### config.mk
export PLATFORM = sky130hd
export DESIGN_NAME = mem_bus_arbiter
export DESIGN_NICKNAME = d
export VERILOG_FILES = /design/src/rtl/mem_bus_arbiter.sv
export SDC_FILE = /design/constraint.sdc
export NUM_CORES = 1
export LEC_CHECK = 0
export ABC_CLOCK_PERIOD_IN_PS = 2009
export BUFFER_PORTS_ARGS = -buffer_cell sky130_fd_sc_hd__buf_2
export CAP_MARGIN = 10
export CORE_MARGIN = 10
export CORE_UTILIZATION = 25
export DETAILED_ROUTE_END_ITERATION = 8
export PLACE_DENSITY = 0.58
export SKIP_LAST_GASP = 1
export SYNTH_ARGS = -nofsm -noshare
export SYNTH_HDL_FRONTEND = slang
export SYNTH_SLANG_ARGS = --single-unit
### constraint.sdc
create_clock -name clk -period 2.01 [get_ports clk]
set_clock_uncertainty 0.2 [all_clocks]
set_input_delay 0.201 -clock clk [delete_from_list [all_inputs] [get_ports clk]]
set_output_delay 0.201 -clock clk [all_outputs]
set_load 0.02 [all_outputs]
### src/rtl/mem_bus_arbiter.sv
// Two-master round-robin arbiter and fixed-latency access sequencer in front of the bus decoder.
// Optional per-master grant counters are compiled in with `define MEM_BUS_ARB_STATS_EN.
module mem_bus_arbiter #(
    parameter int LATENCY = 1,
    parameter int ADDR_W  = 32,
    parameter int DATA_W  = 32
) (
    input  logic              clk,
    input  logic              rst,
`ifdef MEM_BUS_ARB_STATS_EN
    input  logic              stats_clr,
    output logic [31:0]       m0_grant_cnt,
    output logic [31:0]       m1_grant_cnt,
`endif
    input  logic              m0_req,
    input  logic              m0_we,
    input  logic [ADDR_W-1:0] m0_addr,
    input  logic [DATA_W-1:0] m0_wdata,
    output logic              m0_ready,
    output logic [DATA_W-1:0] m0_rdata,
    input  logic              m1_req,
    input  logic              m1_we,
    input  logic [ADDR_W-1:0] m1_addr,
    input  logic [DATA_W-1:0] m1_wdata,
    output logic              m1_ready,
    output logic [DATA_W-1:0] m1_rdata,
    output logic [ADDR_W-1:0] bus_addr,
    output logic [DATA_W-1:0] bus_wdata,
    output logic              bus_read,
    output logic              bus_write,
    input  logic [DATA_W-1:0] bus_rdata,
    output logic              grant,
    output logic              busy
);

    typedef enum logic [1:0] {S_IDLE, S_ACCESS, S_DONE} state_t;

    localparam logic [3:0] CNT_LOAD = 4'(LATENCY - 1);

    state_t              r_state;
    state_t              w_next;
    logic                r_last_grant;
    logic                r_grant;
    logic                r_we_l;
    logic [3:0]          r_cnt;
    logic [ADDR_W-1:0]   r_addr_l;
    logic [DATA_W-1:0]   r_wdata_l;
    logic [DATA_W-1:0]   r_m0_rdata;
    logic [DATA_W-1:0]   r_m1_rdata;
    logic                w_any_req;
    logic                w_pick;

    // On a tie the master that did not own the bus last time wins.
    assign w_any_req = m0_req | m1_req;
    assign w_pick    = (m0_req && m1_req) ? ~r_last_grant : m1_req;

    always_ff @(posedge clk) begin
        if (rst) r_state <= S_IDLE;
        else     r_state <= w_next;
    end

    always_comb begin
        w_next = r_state;
        unique case (r_state)
            S_IDLE:   if (w_any_req) w_next = S_ACCESS;
            S_ACCESS: if (r_cnt == 4'd0) w_next = S_DONE;
            S_DONE:   w_next = S_IDLE;
            default:  w_next = S_IDLE;
        endcase
    end

    // NOTE: read-data registers are architectural outputs, so they are reset like any other state.
    always_ff @(posedge clk) begin
        if (rst) begin
            r_grant      <= 1'b0;
            r_last_grant <= 1'b1;
            r_we_l       <= 1'b0;
            r_cnt        <= 4'd0;
            r_addr_l     <= '0;
            r_wdata_l    <= '0;
            r_m0_rdata   <= '0;
            r_m1_rdata   <= '0;
        end else begin
            unique case (r_state)
                S_IDLE: if (w_any_req) begin
                    r_grant   <= w_pick;
                    r_we_l    <= w_pick ? m1_we    : m0_we;
                    r_addr_l  <= w_pick ? m1_addr  : m0_addr;
                    r_wdata_l <= w_pick ? m1_wdata : m0_wdata;
                    r_cnt     <= CNT_LOAD;
                end
                S_ACCESS: begin
                    if (r_cnt == 4'd0) begin
                        if (!r_we_l && r_grant)  r_m1_rdata <= bus_rdata;
                        if (!r_we_l && !r_grant) r_m0_rdata <= bus_rdata;
                    end else begin
                        r_cnt <= r_cnt - 4'd1;
                    end
                end
                S_DONE:  r_last_grant <= r_grant;
                default: ;
            endcase
        end
    end

    // NOTE: every output gets a default first so no path through the case infers a latch.
    always_comb begin
        bus_read  = 1'b0;
        bus_write = 1'b0;
        bus_addr  = '0;
        bus_wdata = '0;
        m0_ready  = 1'b0;
        m1_ready  = 1'b0;
        unique case (r_state)
            S_ACCESS: begin
                bus_read  = ~r_we_l;
                bus_write = r_we_l;
                bus_addr  = r_addr_l;
                bus_wdata = r_wdata_l;
            end
            S_DONE: begin
                m0_ready = ~r_grant;
                m1_ready = r_grant;
            end
            default: ;
        endcase
    end

    assign busy     = (r_state != S_IDLE);
    assign grant    = r_grant;
    assign m0_rdata = r_m0_rdata;
    assign m1_rdata = r_m1_rdata;

`ifdef MEM_BUS_ARB_STATS_EN
    logic [31:0] r_m0_cnt;
    logic [31:0] r_m1_cnt;

    // Clear has priority over a coincident DONE increment.
    always_ff @(posedge clk) begin
        if (rst || stats_clr) begin
            r_m0_cnt <= 32'd0;
            r_m1_cnt <= 32'd0;
        end else if (r_state == S_DONE) begin
            if (r_grant) r_m1_cnt <= r_m1_cnt + 32'd1;
            else         r_m0_cnt <= r_m0_cnt + 32'd1;
        end
    end

    assign m0_grant_cnt = r_m0_cnt;
    assign m1_grant_cnt = r_m1_cnt;
`endif

endmodule

; ---- Word level (Yosys, flattened, before mapping)
; Cells that the tools add are included.
; W data, S select, Z words.
[totals]
n_memories = 0
register_bits = 137
latch_bits = 0
ram_bits = 0
in_bits = 166
romBits = 0
[op_classes]
div_mod_pow = 0
n_bitwise = 4
mux = 16
eq_ne = 5
mul = 0
n_reduce_logical = 14
magnitude_cmp = 0
n_shift = 0
n_addsub = 1
[ops]
columns = op, n
row1 = $mux W32, 4
row2 = $reduce_and A3 Y1, 3
row3 = $mux W4, 2
row4 = $pmux W4 S2, 1
row5 = $mux W1, 6
row6 = $ne A2 B2 Y1 const B, 3
row7 = $logic_not A4 Y1, 1
row8 = $mux W2, 2
row9 = $pmux W2 S2, 1
row10 = $reduce_and A2 Y1, 2
row11 = $reduce_bool A2 Y1, 2
row12 = $sub A4 B1 Y4 const B, 1
row13 = $logic_and A1 B1 Y1, 3
row14 = $not A1 Y1, 3
row15 = $eq A2 B1 Y1 const B, 1
row16 = $eq A2 B2 Y1 const B, 1
row17 = $logic_not A1 Y1, 2
row18 = $logic_not A2 Y1, 1
row19 = $or A1 B1 Y1, 1

; ---- Logic depth before layout (Yosys ltp)
; Gate-level depths: netlist of run 1.
[depth]
depth_word = 3
ltp_mapped = 7

; ---- Least setup slack after synthesis of run 1
; OpenSTA, ideal clock, no wires.
[synth_path]
path_type = register to register
from = reg r_grant, in the netlist grant
to = reg r_m1_rdata[10], in the netlist m1_rdata[10]
path_stages_with_launch = 5
t_arrival_ns = 1.395
n_path_buf = 1
setup_time_ns = 0.132
period_less_slack_ns = 1.727
slack_ns = 0.283
cell_sequence = dfxtp_1 or3b_2 clkbuf_1 o21ai_0 a21oi_1
[synth_between]
elab_chain_len = 2
[synth_lines]
columns = item, line_no
row1 = "start, declared", 43  ; logic r_grant;
row2 = "start signal, assigned", 86  ; r_grant <= w_pick;
row3 = $logic_and A1 B1 Y1, 94  ; if (!r_we_l && r_grant) r_m1_rdata <= bus_rdata;
row4 = $reduce_and A3 Y1 (no line), --
row5 = "end signal, assigned", 94
row6 = "end, declared", 49  ; logic [DATA_W-1:0] r_m1_rdata;
; Every way passes these cells.
; A chain may end at the register's enable or synchronous reset.

; ---- Worst setup path after layout of run 1
[layout_path]
from = reg r_last_grant
to = reg r_wdata_l[8]
[layout_between]
elab_chain_len = 3
[layout_lines]
columns = item, line_no
row1 = "start, declared", 42  ; logic r_last_grant;
row2 = "start signal, assigned", 100  ; S_DONE: r_last_grant <= r_grant;
row3 = $not A1 Y1, 55  ; assign w_pick = (m0_req && m1_req) ? ~r_last_grant : m1_req;
row4 = $mux W1, 55
row5 = $mux W32, 89  ; r_wdata_l <= w_pick ? m1_wdata : m0_wdata;
row6 = "end signal, assigned", 89
row7 = "end, declared", 47  ; logic [DATA_W-1:0] r_wdata_l;
; Every way passes these cells.

==> impl_metrics.env, run 1 <==
export IMPL_track_usage_pct=15.70
export IMPL_dp_cells=1202
export IMPL_r2r_cells=6
export IMPL_start_util_pct=25.35
export IMPL_dr_pass1_iters=4
export IMPL_drc=0
export IMPL_ys_seq_area_share_pct=46.23
export IMPL_nNetsFinal=1253
export IMPL_fin_crit_ns=1.963
export IMPL_overflow=0
export IMPL_num_io_pins=300
export IMPL_startpoint="r_last_grant"
export IMPL_syn_nets=799
export IMPL_cp_arrival_ns=2.04
export IMPL_place_ws_ns=0.1445
export IMPL_final_common_cell="buf_2"
export IMPL_port_buffers=299
export IMPL_syn_to_final_growth_pct=75.36
export IMPL_cts_sinks=137
export IMPL_cts_buffer_depth=2
export IMPL_syn_area_um2=5932
export IMPL_required_ns=2.09
export IMPL_report_final_slew_viol_count=0
export IMPL_drive_above_1_share_pct=34.46
export IMPL_chipWidth_um=174.0
export IMPL_period_share_pct=97.67
export IMPL_die_y_um=174.0
export IMPL_die_area_um2=30290
export IMPL_grt_pass1_vias=6811
export IMPL_clkPwrFrac_pct=41.3
export IMPL_worstMarginPinSlew_ns=0.7037
export IMPL_end_kind="flip-flop"
export IMPL_power_uw=7911
export IMPL_synthCells=632
export IMPL_power_density_nw_per_um2=760.5
export IMPL_path_class="reg -> reg"
export IMPL_p_switching_uw=2139
export IMPL_synth_edf_count=0
export IMPL_reg2reg_from="r_last_grant"
export IMPL_pwr_share_comb_pct=20.7
export IMPL_synthArstFlopShare_pct=0
export IMPL_rsz0062_at_grt="yes"
export IMPL_cap_viol_max_count=0
export IMPL_status="finished clean"
export IMPL_final_cell_mix="buf_2 (271), dlygate4sd3_1 (164), dfxtp_1 (135)"
export IMPL_cp_max_fo=8
export IMPL_final_antenna_net_count=0
export IMPL_grt_max_degree=66
export IMPL_critPathCapture="r_wdata_l[8]"
export IMPL_cts_reportedPaths_clkPinSlew_ns=0.06
export IMPL_htree_levels=4
export IMPL_std_cell_rows=56
export IMPL_num_vias=6622
export IMPL_switching_share_pct=27.04
export IMPL_dpl_hpwl_um=15370
export IMPL_synth_area_per_cell_um2=9.386
export IMPL_seq_power_share_pct=38.0
export IMPL_internal_power_uw=5772
export IMPL_finalSetupViolations=0
export IMPL_finalWirelength_um=26110
export IMPL_insertion_delay_ns=0.40
export IMPL_yosysWarningCount=0
export IMPL_vias_per_cell=4.660
export IMPL_final_hold_violation_count=0
export IMPL_hold_path_class="in -> reg"
export IMPL_finish_utilization_pct=44.45
export IMPL_slew_limit_headroom_pct=53.09
export IMPL_p_leak_uw=0.004549
export IMPL_cts_root_buf="clkbuf_16"
export IMPL_fp_coreArea_um2=23400
export IMPL_antenna_found_initial=4
export IMPL_yosys_register_bits=137
export IMPL_avgRoutedWirePerCell_um=18.38
export IMPL_ff2ff_setup_slack_ns=0.05
export IMPL_fin_ws_ns=0.04685
export IMPL_synthDistinctLibCells=36
export IMPL_drtIter0Drc=311
export IMPL_ir_drop_uv=559.8
export IMPL_fin_cells=1421
export IMPL_cts_tree="built"
export IMPL_start_kind="flip-flop"
export IMPL_routabilityCongestion=0.7498
export IMPL_cts_buffers=17
export IMPL_synth_ff_type="dfxtp_1"
export IMPL_whs_ns=0.04565
export IMPL_fmax_mhz=509.4
export IMPL_r2r_end="r_wdata_l[8]"
export IMPL_grt_pass1_wl_um=38740
## worst min-delay path by stage
stage | from | endpoint | slack (ns) | depth (start not counted)
floorplan | bus_rdata[0] | m0_rdata[0] | 0.15 | 2
global placement | r_wdata_l[18] | r_wdata_l[18] | 0.24 | 1
detailed placement | r_addr_l[17] | r_addr_l[17] | 0.24 | 1
CTS | m0_req | r_state[0] | 0.03 | 4
global route | m0_req | r_state[0] | 0.06 | 4
finish | m0_req | r_state[0] | 0.05 | 4
## metrics by stage
stage                     setup TNS [ns]  area, um2
after CTS                              0      10030
after detailed placement               0       7781
final                                  0      10400
after global placement                 0       7781
after global routing             -0.6817      10400
after floorplan                        0       5932
## Yosys cell counts (3+ instances only)
cell type,number,share of area [%]
or3_1,5,0.53
clkbuf_1,36,2.3
inv_1,4,0.25
nor2_1,5,0.32
o2bb2ai_1,65,9.6
buf_2,20,1.7
nor3_1,3,0.25
and2_1,65,6.9
o21ai_0,66,5.6
nand3_1,64,5.4
a21oi_1,66,5.6
mux2i_1,65,11
dfxtp_1,137,46
buf_6,5,0.95
## kinds of logic after synthesis
family	share of synthesized area [%]
simple gates	15.04
buf+inv	5.547
compound gates	22.00
flops	46.23
mux	10.97
fa+ha+maj	0.2109
## worst max-delay path, stage by stage, from the launching register on
cell and delay (ns):
dfxtp_1 0.34, a21boi_4 0.19, buf_12 0.13, buf_12 0.14, mux2i_1 0.21, dlygate4sd3_1 0.57, o2bb2ai_1 0.06
## per-layer routing
| layer | share of wire [%] | global-route usage, % |
|---|---|---|
| met1 | 41 | 17.54 |
| met2 | 51 | 27.46 |
| met3 | 5.7 | 4.355 |
| met4 | 3.0 | 6.662 |
| met5 | 0 | 0 |
## flip-flops by register name, indices dropped and copies added (netlist names)
name and flops:
r_wdata_l 32, grant 1, r_state 2, r_cnt 4, r_addr_l 32, m1_rdata 32, m0_rdata 32, r_last_grant 1
r_we_l 1
## power by group through the flow
stage          logic, uW  registers [uW]  clock network, uW
6_report            1640            3010               3270
5_1_grt             1760            3030               3480
2_1_floorplan        666            3110                  0
4_1_cts             1500            3000               3360
3_3_place_gp        1230            3060                  0
3_5_place_dp        1240            3060                  0
## area by class of cell
| class | count | area (um2) |
|---|---|---|
| Sequential cell | 137 | 2748 |
| Inverter | 5 | 18.77 |
| Tap cell | 319 | 399.1 |
| Clock inverter | 11 | 173.9 |
| Fill cell | 2222 | 13000 |
| Multi-Input combinational cell | 426 | 2907 |
| Timing Repair Buffer | 499 | 3711 |
| Clock buffer | 19 | 432.9 |
| Antenna cell | 5 | 12.51 |
## what timing repair did
item | 4_1_cts | 5_1_grt
endpoints found under the setup margin | 65 | 61
hold endpoints to repair | 134 | 0
pin swaps | 0 | 1
hold buffers | 164 | 0
cloned | 0 | 5
buffers inserted | 0 | 15
resized for setup | 2 | 36
Power figures use the tool's default switching activity.
==> inputs of run 2 (changes only) <==
==> constraint.sdc (replaced) <==
create_clock -name clk -period 2.01 [get_ports clk]
set_clock_uncertainty 0.2 [all_clocks]
set_input_delay 0.201 -clock clk [delete_from_list [all_inputs] [get_ports clk]]
set_output_delay 0.201 -clock clk [all_outputs]
set_load 0.1 [all_outputs]
==> impl_metrics.env, run 2 (synthesized netlist as in run 1, its figures left out) <==
export IMPL_power_density_nw_per_um2=749.1
export IMPL_place_ws_ns=0.1569
export IMPL_reg2reg_from="r_state[0]"
export IMPL_cts_buffer_depth=2
export IMPL_cts_tree="built"
export IMPL_r2r_end="r_we_l"
export IMPL_period_share_pct=98.43
export IMPL_dpl_hpwl_um=16210
export IMPL_drc=0
export IMPL_dp_cells=1207
export IMPL_cts_reportedPaths_clkPinSlew_ns=0.06
export IMPL_final_hold_violation_count=0
export IMPL_whs_ns=0.02510
export IMPL_die_area_um2=30290
export IMPL_dpl_instance_area_um2=8886
export IMPL_postLayoutCellArea_um2=11220
export IMPL_rsz0062_at_grt="yes"
export IMPL_nFillCells=2142
export IMPL_num_vias=6570
export IMPL_final_common_cell="buf_2"
export IMPL_final_antenna_net_count=0
export IMPL_fin_cells=1411
export IMPL_report_final_slew_viol_count=0
export IMPL_grt_pass1_vias=6846
export IMPL_path_class="reg -> out"
export IMPL_hold_path_class="in -> reg"
export IMPL_required_ns=1.61
export IMPL_slew_limit_headroom_pct=54.99
export IMPL_drtIter0Drc=481
export IMPL_routabilityCongestion=0.7925
export IMPL_drive_above_1_share_pct=39.43
export IMPL_hold_path_cell_count=4
export IMPL_final_cell_mix="buf_2 (231), dlygate4sd3_1 (163), dfxtp_1 (134)"
export IMPL_fp_coreArea_um2=23400
export IMPL_finalWirelength_um=26310
export IMPL_hp_start="m0_req"
export IMPL_grt_max_degree=66
export IMPL_avgRoutedWirePerCell_um=18.65
export IMPL_start_kind="flip-flop"
export IMPL_r2r_cells=6
export IMPL_track_usage_pct=16.37
export IMPL_cp_max_fo=11
export IMPL_cap_viol_max_count=0
export IMPL_multi_input_area_um2=3003
export IMPL_chipWidth_um=174.0
export IMPL_fmax_mhz=505.4
export IMPL_dr_pass1_iters=5
export IMPL_htree_levels=4
export IMPL_overflow=0
export IMPL_vias_per_cell=4.656
export IMPL_ir_drop_uv=495.0
export IMPL_hold_path_end="r_state[0]"
export IMPL_start_util_pct=25.35
export IMPL_cts_sinks=137
export IMPL_ff2ff_setup_slack_ns=0.08
export IMPL_fin_tns_setup_ns=0
export IMPL_cp_arrival_ns=1.58
export IMPL_syn_to_final_growth_pct=89.14
export IMPL_p_leak_uw=0.004667
export IMPL_grt_pass1_wl_um=39850
export IMPL_final_seq_area_um2=2751
export IMPL_worstMarginPinSlew_ns=0.6751
export IMPL_cts_buffers=17
export IMPL_nNetsFinal=1243
export IMPL_num_io_pins=300
export IMPL_end_kind="primary output"
export IMPL_status="finished clean"
export IMPL_die_y_um=174.0
export IMPL_port_buffers=299
export IMPL_cts_root_buf="clkbuf_16"
export IMPL_fin_ws_ns=0.03155
export IMPL_antenna_found_initial=4
export IMPL_fin_crit_ns=1.978
export IMPL_std_cell_rows=56
export IMPL_finalSetupViolations=0
export IMPL_insertion_delay_ns=0.42
[run 2: layer usage]
layer / wire length, um / global-route usage (%) / vias to the layer above / part of all wire (%)
met3: 1720 / 5.179 / 62 / 6.5
li1: - / - / 3178 / -
met2: 12590 / 26.61 / 297 / 48
met1: 10860 / 18.92 / 3033 / 41
met4: 1132 / 8.621 / 0 / 4.3
met5: 0 / 0 / - / 0
[run 2: worst max-delay path by stage]
stage	endpoint	slack, ns	startpoint
2_1_floorplan	bus_addr[31]	0.02	r_state[0]
3_3_place_gp	r_we_l	0.21	r_state[1]
3_5_place_dp	r_we_l	0.16	r_state[1]
4_1_cts	bus_wdata[6]	-0.05	r_state[0]
5_1_grt	bus_wdata[29]	-0.04	r_state[1]
6_report	bus_wdata[24]	0.03	r_state[1]
[run 2: what timing repair did]
item | 4_1_cts | 5_1_grt
hold buffers | 163 | 0
buffers inserted | 0 | 3
gates cloned | 0 | 3
setup endpoints to repair | 67 | 68
hold endpoints to repair | 130 | 0
pin swaps | 0 | 0
resized for setup | 4 | 17
[run 2: where the power goes]
part | internal, uW | switching [uW]
Sequential | 2910 | 94.1
Combinational | 916 | 1550
Clock | 1730 | 1210
Total | 5560 | 2850
[run 2: metrics by stage]
stage	util, %	power, uW
6_report	47.94	8405
5_1_grt	47.94	8789
4_1_cts	47.32	8439
3_5_place_dp	37.97	5197
3_3_place_gp	37.97	5182
2_1_floorplan	-	4444
[run 2: area by class of cell]
class                      count  area share [%]
antenna                        4         0.08922
clock buffer                  21           4.015
clock inverter                10          0.8587
inverter                       5          0.1673
multi-input combinational    426           26.76
sequential                   137           24.52
tap                          319           3.557
timing repair buffer         489           40.02
[run 2: critical path: stages, from the launching register on]
cell and delay, ns:
dfxtp_4 0.37, nor2b_4 0.13, buf_12 0.14, buf_6 0.16
and2_2 0.18, buf_12 0.17
==> inputs of run 3 (changes only) <==
--- a/config.mk
+++ b/config.mk
@@ -6,13 +6,15 @@
 export NUM_CORES = 1
 export LEC_CHECK = 0
 export ABC_CLOCK_PERIOD_IN_PS = 2009
-export BUFFER_PORTS_ARGS = -buffer_cell sky130_fd_sc_hd__buf_2
+export BUFFER_PORTS_ARGS = -buffer_cell sky130_fd_sc_hd__clkbuf_2
 export CAP_MARGIN = 10
 export CORE_MARGIN = 10
 export CORE_UTILIZATION = 25
 export DETAILED_ROUTE_END_ITERATION = 8
+export GPL_ROUTABILITY_DRIVEN = 0
 export PLACE_DENSITY = 0.58
 export SKIP_LAST_GASP = 1
 export SYNTH_ARGS = -nofsm -noshare
 export SYNTH_HDL_FRONTEND = slang
 export SYNTH_SLANG_ARGS = --single-unit
+export TNS_END_PERCENT = 30
==> impl_metrics.env, run 3 (synthesized netlist as in run 1, its figures left out) <==
export IMPL_p_leak_uw=0.004711
export IMPL_dpl_hpwl_um=16470
export IMPL_whs_ns=-0.009730
export IMPL_power_density_nw_per_um2=777.2
export IMPL_std_cell_rows=56
export IMPL_fp_coreArea_um2=23400
export IMPL_final_cell_mix="clkbuf_2 (230), dlygate4sd3_1 (161), dfxtp_1 (134)"
export IMPL_finalSetupViolations=34
export IMPL_grt_max_degree=72
export IMPL_cts_root_buf="clkbuf_16"
export IMPL_report_final_slew_viol_count=0
export IMPL_multi_input_area_um2=3034
export IMPL_cts_reportedPaths_clkPinSlew_ns=0.06
export IMPL_final_hold_violation_count=1
export IMPL_final_antenna_net_count=0
export IMPL_period_share_pct=101.3
export IMPL_violations="hold timing, setup timing"
export IMPL_grt_pass1_wl_um=40610
export IMPL_grt_pass1_vias=7081
export IMPL_ir_drop_uv=497.8
export IMPL_dr_pass1_iters=4
export IMPL_cts_tree="built"
export IMPL_drive_above_1_share_pct=38.77
export IMPL_port_buffers=299
export IMPL_fin_ws_ns=-0.02683
export IMPL_die_y_um=174.0
export IMPL_status="finished with violations"
export IMPL_slew_limit_headroom_pct=56.00
export IMPL_hold_path_class="in -> reg"
export IMPL_final_seq_area_um2=2751
export IMPL_fin_crit_ns=2.037
export IMPL_track_usage_pct=16.72
export IMPL_rsz0062_at_grt="yes"
export IMPL_avgRoutedWirePerCell_um=18.64
export IMPL_vias_per_cell=4.702
export IMPL_die_area_um2=30290
export IMPL_insertion_delay_ns=0.41
export IMPL_cp_arrival_ns=1.64
export IMPL_finalWirelength_um=26280
export IMPL_end_kind="primary output"
export IMPL_required_ns=1.61
export IMPL_worstMarginPinSlew_ns=0.6601
export IMPL_cts_sinks=137
export IMPL_nFillCells=2145
export IMPL_path_class="reg -> out"
export IMPL_fin_tns_setup_ns=-0.6113
export IMPL_antenna_found_initial=5
export IMPL_cts_buffer_depth=2
export IMPL_fmax_mhz=491.0
export IMPL_overflow=0
export IMPL_drc=0
export IMPL_start_util_pct=25.35
export IMPL_drtIter0Drc=396
export IMPL_place_ws_ns=0.1425
export IMPL_cp_max_fo=16
export IMPL_final_common_cell="clkbuf_2"
export IMPL_cap_viol_max_count=0
export IMPL_htree_levels=4
export IMPL_dp_cells=1206
export IMPL_start_kind="flip-flop"
export IMPL_chipWidth_um=174.0
export IMPL_num_io_pins=300
export IMPL_nNetsFinal=1240
export IMPL_fin_cells=1410
export IMPL_cts_buffers=17
export IMPL_syn_to_final_growth_pct=91.48
export IMPL_num_vias=6630
[run 3: where the power goes]
part	switching (uW)	total, uW	internal [uW]
Clock	1300	3290	1990
Sequential	105	3010	2910
Combinational	1560	2530	963
[run 3: timing repair]
action	in CTS	in global routing
endpoints found under the hold margin	129	0
setup endpoints to repair	65	87
cloned	3	0
gates resized for setup	41	13
hold buffers	161	0
setup buffers	4	0
[run 3: metal layers]
| layer | part of all wire (%) | track usage [%] | vias to the layer above | wire, um |
|---|---|---|---|---|
| met4 | 4.9 | 9.654 | 0 | 1286 |
| met3 | 6.0 | 4.919 | 78 | 1567 |
| met5 | 0 | 0 | - | 0 |
| met2 | 49 | 27.44 | 283 | 12770 |
| met1 | 41 | 19.02 | 3085 | 10660 |
| li1 | - | - | 3184 | - |
[run 3: cell type report]
| type | count | area share [%] |
|---|---|---|
| Antenna cell | 5 | 0.1102 |
| Clock buffer | 18 | 3.778 |
| Clock inverter | 14 | 1.619 |
| Inverter | 5 | 0.1652 |
| Multi-Input combinational cell | 426 | 26.71 |
| Sequential cell | 137 | 24.22 |
| Tap cell | 319 | 3.514 |
| Timing Repair Buffer | 486 | 39.88 |
[run 3: stage by stage]
step / area (um2) / power, uW / util [%]
2_1_floorplan: 5946 / 4434 / -
3_3_place_gp: 8886 / 5197 / 37.97
3_5_place_dp: 8886 / 5208 / 37.97
4_1_cts: 11340 / 8898 / 48.46
5_1_grt: 11360 / 9174 / 48.54
6_report: 11360 / 8828 / 48.54
[run 3: worst paths after layout]
check	startpoint	end	slack (ns)	cells past startpoint
setup reg to reg	r_last_grant	r_addr_l[8]	-0.02	5
hold reg to reg	r_addr_l[17]	r_addr_l[17]	0.26	1
setup / recovery	r_state[0]	bus_addr[21]	-0.03	5
hold / removal	m1_we	r_we_l	-0.01	3
[run 3: worst max-delay path, stage by stage (launching register included)]
cell	delay [ns]
dfxtp_4	0.34
nor2b_4	0.24
buf_12	0.16
buf_16	0.16
and2_4	0.16
buf_12	0.16
